## src/rtl/rf_pkg.sv

```systemverilog
// Types shared by the register-file write-back arbiter and its source FIFOs.
package rf_pkg;
    localparam int REG_NUM    = 16;
    localparam int REG_ADDR_W = 4;
    localparam int DATA_W     = 32;

    typedef struct packed {
        logic [REG_ADDR_W-1:0] dest;
        logic [DATA_W-1:0]     data;
    } wb_entry_t;

    typedef enum logic {SRC_EXE, SRC_MEM} wb_src_e;
endpackage

```

## src/rtl/wb_fifo.sv

```systemverilog
// Synchronous FIFO of write-back entries; pointers carry one wrap bit above the index.
module wb_fifo
    import rf_pkg::*;
#(
    parameter int DEPTH = 4
) (
    input  logic      clk,
    input  logic      rst,
    input  logic      push,
    input  wb_entry_t push_data,
    input  logic      pop,
    output wb_entry_t head,
    output logic      empty,
    output logic      full
);
    localparam int AW = $clog2(DEPTH);

    wb_entry_t      mem [DEPTH];
    logic [AW:0]    wr_ptr;
    logic [AW:0]    rd_ptr;

    assign empty = (wr_ptr == rd_ptr);
    assign full  = (wr_ptr[AW] != rd_ptr[AW]) && (wr_ptr[AW-1:0] == rd_ptr[AW-1:0]);
    assign head  = mem[rd_ptr[AW-1:0]];

    always_ff @(posedge clk) begin
        if (rst) begin
            wr_ptr <= '0;
            rd_ptr <= '0;
        end else begin
            if (push && !full) wr_ptr <= wr_ptr + 1'b1;
            if (pop && !empty) rd_ptr <= rd_ptr + 1'b1;
        end
    end

    // Storage needs no reset; the pointers define what is valid.
    always_ff @(posedge clk) begin
        if (push && !full) mem[wr_ptr[AW-1:0]] <= push_data;
    end
endmodule

```

## src/rtl/rf_wb_arbiter.sv

```systemverilog
// Round-robin merge of EXE and MEM write-backs onto the single RF write port,
// with per-register pending-write counters feeding the hazard unit.
module rf_wb_arbiter #(
    parameter int DEPTH  = 4,
    parameter int DATA_W = 32,
    parameter int ADDR_W = 4
) (
    input  logic              clk,
    input  logic              rst,
    input  logic              exe_valid,
    output logic              exe_ready,
    input  logic [ADDR_W-1:0] exe_dest,
    input  logic [DATA_W-1:0] exe_result,
    input  logic              mem_valid,
    output logic              mem_ready,
    input  logic [ADDR_W-1:0] mem_dest,
    input  logic [DATA_W-1:0] mem_result,
    output logic              writeBackEn,
    output logic [ADDR_W-1:0] Dest_wb,
    output logic [DATA_W-1:0] Result_WB,
    output logic [15:0]       busy_mask
);
    import rf_pkg::*;

    localparam int CNT_W = $clog2(2*DEPTH+2);

    wb_entry_t        exe_in, mem_in, exe_head, mem_head;
    logic             exe_empty, exe_full, mem_empty, mem_full;
    logic             exe_push, mem_push, exe_pop, mem_pop;
    wb_src_e          rr_last;
    logic [CNT_W-1:0] cnt      [REG_NUM];
    logic [CNT_W-1:0] cnt_next [REG_NUM];

    assign exe_ready = !exe_full;
    assign mem_ready = !mem_full;
    assign exe_push  = exe_valid && exe_ready;
    assign mem_push  = mem_valid && mem_ready;
    assign exe_in    = '{dest: exe_dest, data: exe_result};
    assign mem_in    = '{dest: mem_dest, data: mem_result};

    wb_fifo #(.DEPTH(DEPTH)) u_exe_fifo (
        .clk(clk), .rst(rst), .push(exe_push), .push_data(exe_in),
        .pop(exe_pop), .head(exe_head), .empty(exe_empty), .full(exe_full)
    );

    wb_fifo #(.DEPTH(DEPTH)) u_mem_fifo (
        .clk(clk), .rst(rst), .push(mem_push), .push_data(mem_in),
        .pop(mem_pop), .head(mem_head), .empty(mem_empty), .full(mem_full)
    );

    // rr_last only moves when both sources actually compete.
    assign exe_pop = !exe_empty && (mem_empty || rr_last == SRC_MEM);
    assign mem_pop = !mem_empty && (exe_empty || rr_last == SRC_EXE);

    always_ff @(posedge clk) begin
        if (rst) begin
            rr_last <= SRC_MEM;
        end else if (!exe_empty && !mem_empty) begin
            rr_last <= exe_pop ? SRC_EXE : SRC_MEM;
        end
    end

    always_ff @(posedge clk) begin
        if (rst) begin
            writeBackEn <= 1'b0;
            Dest_wb     <= '0;
            Result_WB   <= '0;
        end else if (exe_pop) begin
            writeBackEn <= 1'b1;
            Dest_wb     <= exe_head.dest;
            Result_WB   <= exe_head.data;
        end else if (mem_pop) begin
            writeBackEn <= 1'b1;
            Dest_wb     <= mem_head.dest;
            Result_WB   <= mem_head.data;
        end else begin
            writeBackEn <= 1'b0;
        end
    end

    // A write retires at the edge that ends its port cycle; netted with new pushes.
    always_comb begin
        for (int r = 0; r < REG_NUM; r++) begin
            cnt_next[r] = cnt[r];
            if (exe_push && exe_dest == ADDR_W'(r)) cnt_next[r] = cnt_next[r] + CNT_W'(1);
            if (mem_push && mem_dest == ADDR_W'(r)) cnt_next[r] = cnt_next[r] + CNT_W'(1);
            if (writeBackEn && Dest_wb == ADDR_W'(r)) cnt_next[r] = cnt_next[r] - CNT_W'(1);
        end
    end

    always_ff @(posedge clk) begin
        for (int r = 0; r < REG_NUM; r++) begin
            if (rst) cnt[r] <= '0;
            else     cnt[r] <= cnt_next[r];
        end
    end

    always_comb begin
        busy_mask = '0;
        for (int r = 0; r < REG_NUM; r++) busy_mask[r] = (cnt[r] != '0);
    end
endmodule

```

## config.mk

```make
export PLATFORM = sky130hd
export DESIGN_NAME = rf_wb_arbiter
export DESIGN_NICKNAME = d
export VERILOG_FILES = /design/src/rtl/rf_pkg.sv /design/src/rtl/wb_fifo.sv /design/src/rtl/rf_wb_arbiter.sv
export SDC_FILE = /design/constraint.sdc
export NUM_CORES = 1
export LEC_CHECK = 0
export ABC_CLOCK_PERIOD_IN_PS = 2900
export BUFFER_PORTS_ARGS = -buffer_cell sky130_fd_sc_hd__buf_2
export CAP_MARGIN = 20
export CORE_UTILIZATION = 60
export CTS_CLUSTER_DIAMETER = 100
export DETAILED_ROUTE_END_ITERATION = 8
export PLACE_DENSITY_LB_ADDON = 0.1
export SLEW_MARGIN = 25
export SYNTH_ARGS = -nofsm -noshare
export SYNTH_HDL_FRONTEND = slang
export SYNTH_SLANG_ARGS = --single-unit
export TNS_END_PERCENT = 1
```

## constraint.sdc

```tcl
create_clock -name clk -period 2.9 [get_ports clk]
set_input_delay 0.435 -clock clk [delete_from_list [all_inputs] [get_ports clk]]
set_output_delay 0.435 -clock clk [all_outputs]
set_load 0.03 [all_outputs]
```

==> impl_metrics.toml <==
[sta]
worst_slew_pin_slew_ns = 0.7715
finalWorstSetupSlack_ns = 0.1442
period_share_pct = 95.03
min_period_ns = 2.756
hold_violations = 0
hold_slack_ns = 0.08316
slew_headroom_pct = 48.57
drv_slew = 0
finClkSkew_ns = 0.02788
rsz0062_at_grt = "yes"
fmax_mhz = 362.9
setup_violations = 0

[place]
place_ws_ns = -0.03139
hpwlAfterDp_mm = 30.54
gp_congestion = 0.9281
io_buffer_count = 130

[critical_path]
worstPathRequired_ns = 3.29
critPathKind = "flop to flop"
cpPeakStageDelay_ns = 0.41
worstPathArrival_ns = 3.15
path_max_fanout = 10
startpoint_type = "flop"
worstSetupEndpointType = "flop"
path_cells = "xnor2_1 -> buf_4 -> buf_4 -> o31ai_2 -> buf_4 -> nor3_1 -> nor2_1 -> xor2_1 -> ha_1 -> nand3_1 -> xnor2_1 -> xnor2_1 -> nor2b_1"
slowest_stage = "dfxtp_1"

[final_layout]
area_growth_syn_to_layout_pct = 17.59
nets = 1801
fillCellCount = 2087
drive_above_1_share_pct = 25.46

[power]
totalPowerFinal_mw = 18.83
p_leak_nw = 8.254
peakVddDrop_uv = 737.8
power.switching_mw = 6.232
intPower_mw = 12.60
switching_share_pct = 33.09
pwr-share-clk_pct = 29.1
seq_power_share_pct = 39.7
power_density_nw_per_um2 = 838.1
combPwrFrac_pct = 31.2

[floorplan]
num_io_pins = 131
die_area_um2 = 32570
start_util_pct = 61.67
rows = 64
fp.dieW_um = 180.5
core-area_um2 = 30990
fp.dieH_um = 180.5

[clock_tree]
cts_max_level = 2
post_cts_buffers = 0
cts_buffer_depth = 3
insertion_delay_ns = 0.56
root_buffer = "clkbuf_16"
cts_inserted_buffers = 42
clock_sinks = 406
cts.clk_slew.worst_paths_ns = 0.06
tritoncts = "built"

[routing]
drcViolationCount = 0
dr.pass1.iters = 5
via_count = 12580
drt_wl_total_mm = 45.03
first_iter_violations = 1140
antenna_left = 0
post_drt_wl_per_cell_um = 21.48
avgViaCountPerCell = 6.003

[synthesis]
synthArstFlopShare_pct = 0
synth_seq_area_share_pct = 57.61
yosys_register_bits = 406
synth_top_family_by_area = "simple AND/OR/NAND/NOR gates"
synth_edf_count = 288
synth_area_per_cell_um2 = 13.08
synth-compound-area-share_pct = 5.650
synthSimpleGateAreaFrac_pct = 11.88
synth-warning-count = 0
synth-xor-area-share_pct = 6.946
syn_nets = 1599
syn_area_um2 = 19110
muxShareOfSynthArea_pct = 11.50
syn_inst = 1461
synth_flop_cell = "edfxtp_1"
synth_adder_area_share_pct = 4.059
synth_cell_type_count = 66

[job]
cap_violations = 0

[global_routing]
grt_first_pass_wirelength_mm = 70.46
overflow = 0
grt_usage_pct = 28.16
grt_max_degree = 91
antenna_found_initial = 5
grt_pass1_vias = 12560

[outcome]
status = "finished, final reports clean"

[worst_hold_path]
worstHoldPathType = "input pin to flop"
power groups by stage:
stage                     Combinational, mW  Sequential, mW  Clock [mW]
after floorplan                        3.73            7.66           0
after global placement                 5.65            7.52           0
after detailed placement               5.81            7.56           0
after CTS                              5.88            7.45        5.55
after global routing                   6.32            7.54        5.79
final                                  5.88            7.47        5.48
cell type report:
| cell class | instances | area, um^2 | share of cell area (%) |
|---|---|---|---|
| diodes | 3 | 7.507 | 0.03341 |
| clock buffers | 61 | 1194 | 5.312 |
| flip-flops and latches | 406 | 11020 | 49.06 |
| multi-input cells | 939 | 7764 | 34.55 |
| repair buffers | 227 | 1585 | 7.055 |
| clock inverters | 17 | 221.5 | 0.9855 |
| well taps | 396 | 495.5 | 2.205 |
| inverters | 47 | 180.2 | 0.8018 |
what timing repair did:
item	CTS	global route
cloned	0	0
resized for setup	1	22
pin swaps	0	2
endpoints found under the hold margin	0	0
setup endpoints to repair	1	22
hold buffers	0	0
per-layer routing:
layer	part of all wire [%]	wire length (um)	vias up	global-route usage [%]
met1	41	18390	6200	36.59
li1	-	-	5881	-
met2	51	23180	428	49.24
met4	1.7	770	4	7.453
met5	0.060	27	-	0
met3	5.9	2665	70	4.507
worst paths after layout:
| check | startpoint | endpoint | slack, ns | cells past startpoint |
|---|---|---|---|---|
| min | mem_result[31] | u_mem_fifo.mem[1][31] | 0.08 | 1 |
| min reg2reg | Result_WB[12] | Result_WB[12] | 0.49 | 2 |
| max | u_exe_fifo.wr_ptr[2] | cnt[0][18] | 0.14 | 13 |
| max reg2reg | u_exe_fifo.wr_ptr[2] | cnt[0][18] | 0.14 | 13 |
logic make-up (layout without fill, tap and decap cells):
group / count (synthesis) / in the layout
flip-flops: 406 / 406
other: 0 / 3
AND/OR/NAND/NOR: 455 / 455
adder cells (fa/ha/maj): 62 / 62
XOR/XNOR: 149 / 149
buffers and inverters: 116 / 352
AO/OA/AOI/OAI: 145 / 145
multiplexers: 128 / 128
layout by cell type, fill, tap and decap left out, types with 8 or more instances in the layout:
cell | synthesis | layout
edfxtp_1 | 288 | 288
nor2_1 | 173 | 172
buf_2 | 8 | 129
dfxtp_1 | 118 | 107
xnor2_1 | 94 | 92
buf_4 | 1 | 81
nand2_1 | 80 | 79
mux4_2 | 72 | 72
ha_1 | 62 | 62
xor2_1 | 52 | 51
inv_1 | 47 | 46
mux2i_1 | 44 | 43
clkbuf_16 | 0 | 43
nand3_1 | 40 | 40
a211oi_1 | 39 | 39
nand4_1 | 26 | 26
nor3_1 | 24 | 24
a21oi_1 | 18 | 16
buf_12 | 0 | 16
o21ai_0 | 15 | 13
o31ai_1 | 15 | 13
clkbuf_1 | 55 | 13
nand2b_1 | 12 | 12
mux2_2 | 12 | 12
dfxtp_2 | 0 | 11
and3_1 | 18 | 10
or3_1 | 9 | 9
nor4_1 | 9 | 9
o21ai_1 | 6 | 8
a21o_1 | 8 | 8
and3_2 | 0 | 8
Yosys cell counts (all sizes together), types with 14 or more instances:
| master | number | share of area, % |
|---|---|---|
| nor2 | 173 | 3.4 |
| nor3 | 26 | 0.73 |
| nand2 | 80 | 1.6 |
| nand4 | 26 | 0.85 |
| mux4 | 72 | 8.5 |
| xnor2 | 96 | 4.5 |
| a211oi | 39 | 1.5 |
| nand3 | 40 | 1.0 |
| buf | 14 | 0.35 |
| mux2i | 44 | 2.3 |
| o31ai | 15 | 0.59 |
| edfxtp | 288 | 45 |
| xor2 | 53 | 2.5 |
| ha | 62 | 4.1 |
| o21ai | 21 | 0.55 |
| inv | 47 | 0.92 |
| and3 | 18 | 0.59 |
| clkbuf | 55 | 1.1 |
| dfxtp | 118 | 12 |
| a21oi | 18 | 0.47 |
sequential cells by signal (all words and copies together) (netlist names), named ones only:
register           cells
u_exe_fifo.mem       144
u_mem_fifo.mem       144
cnt                   64
Result_WB             32
Dest_wb                4
u_exe_fifo.rd_ptr      3
u_exe_fifo.wr_ptr      3
u_mem_fifo.rd_ptr      3
u_mem_fifo.wr_ptr      3
rr_last                1
writeBackEn            1
metrics by stage:
stage | std cells | utilization, % | cell area, um^2 | TNS (ns)
final | 2096 | 72.51 | 22470 | 0
after global routing | 2094 | 72.50 | 22470 | -0.1138
after CTS | 2093 | 72.17 | 22370 | 0
after detailed placement | 2015 | 67.57 | 20940 | -0.03139
after global placement | 2015 | 67.57 | 20940 | 0
after floorplan | 1461 | - | 19110 | 0
worst max-delay path: cells and delay by family (launching register included):
family	cells	cell delay (ns)
fa+ha+maj	1	0.18
flops	1	0.41
buf+inv	3	0.56
simple gates	4	0.46
compound gates	1	0.35
xor+xnor	4	0.64
Note: power is estimated with default switching activity, not from simulation.
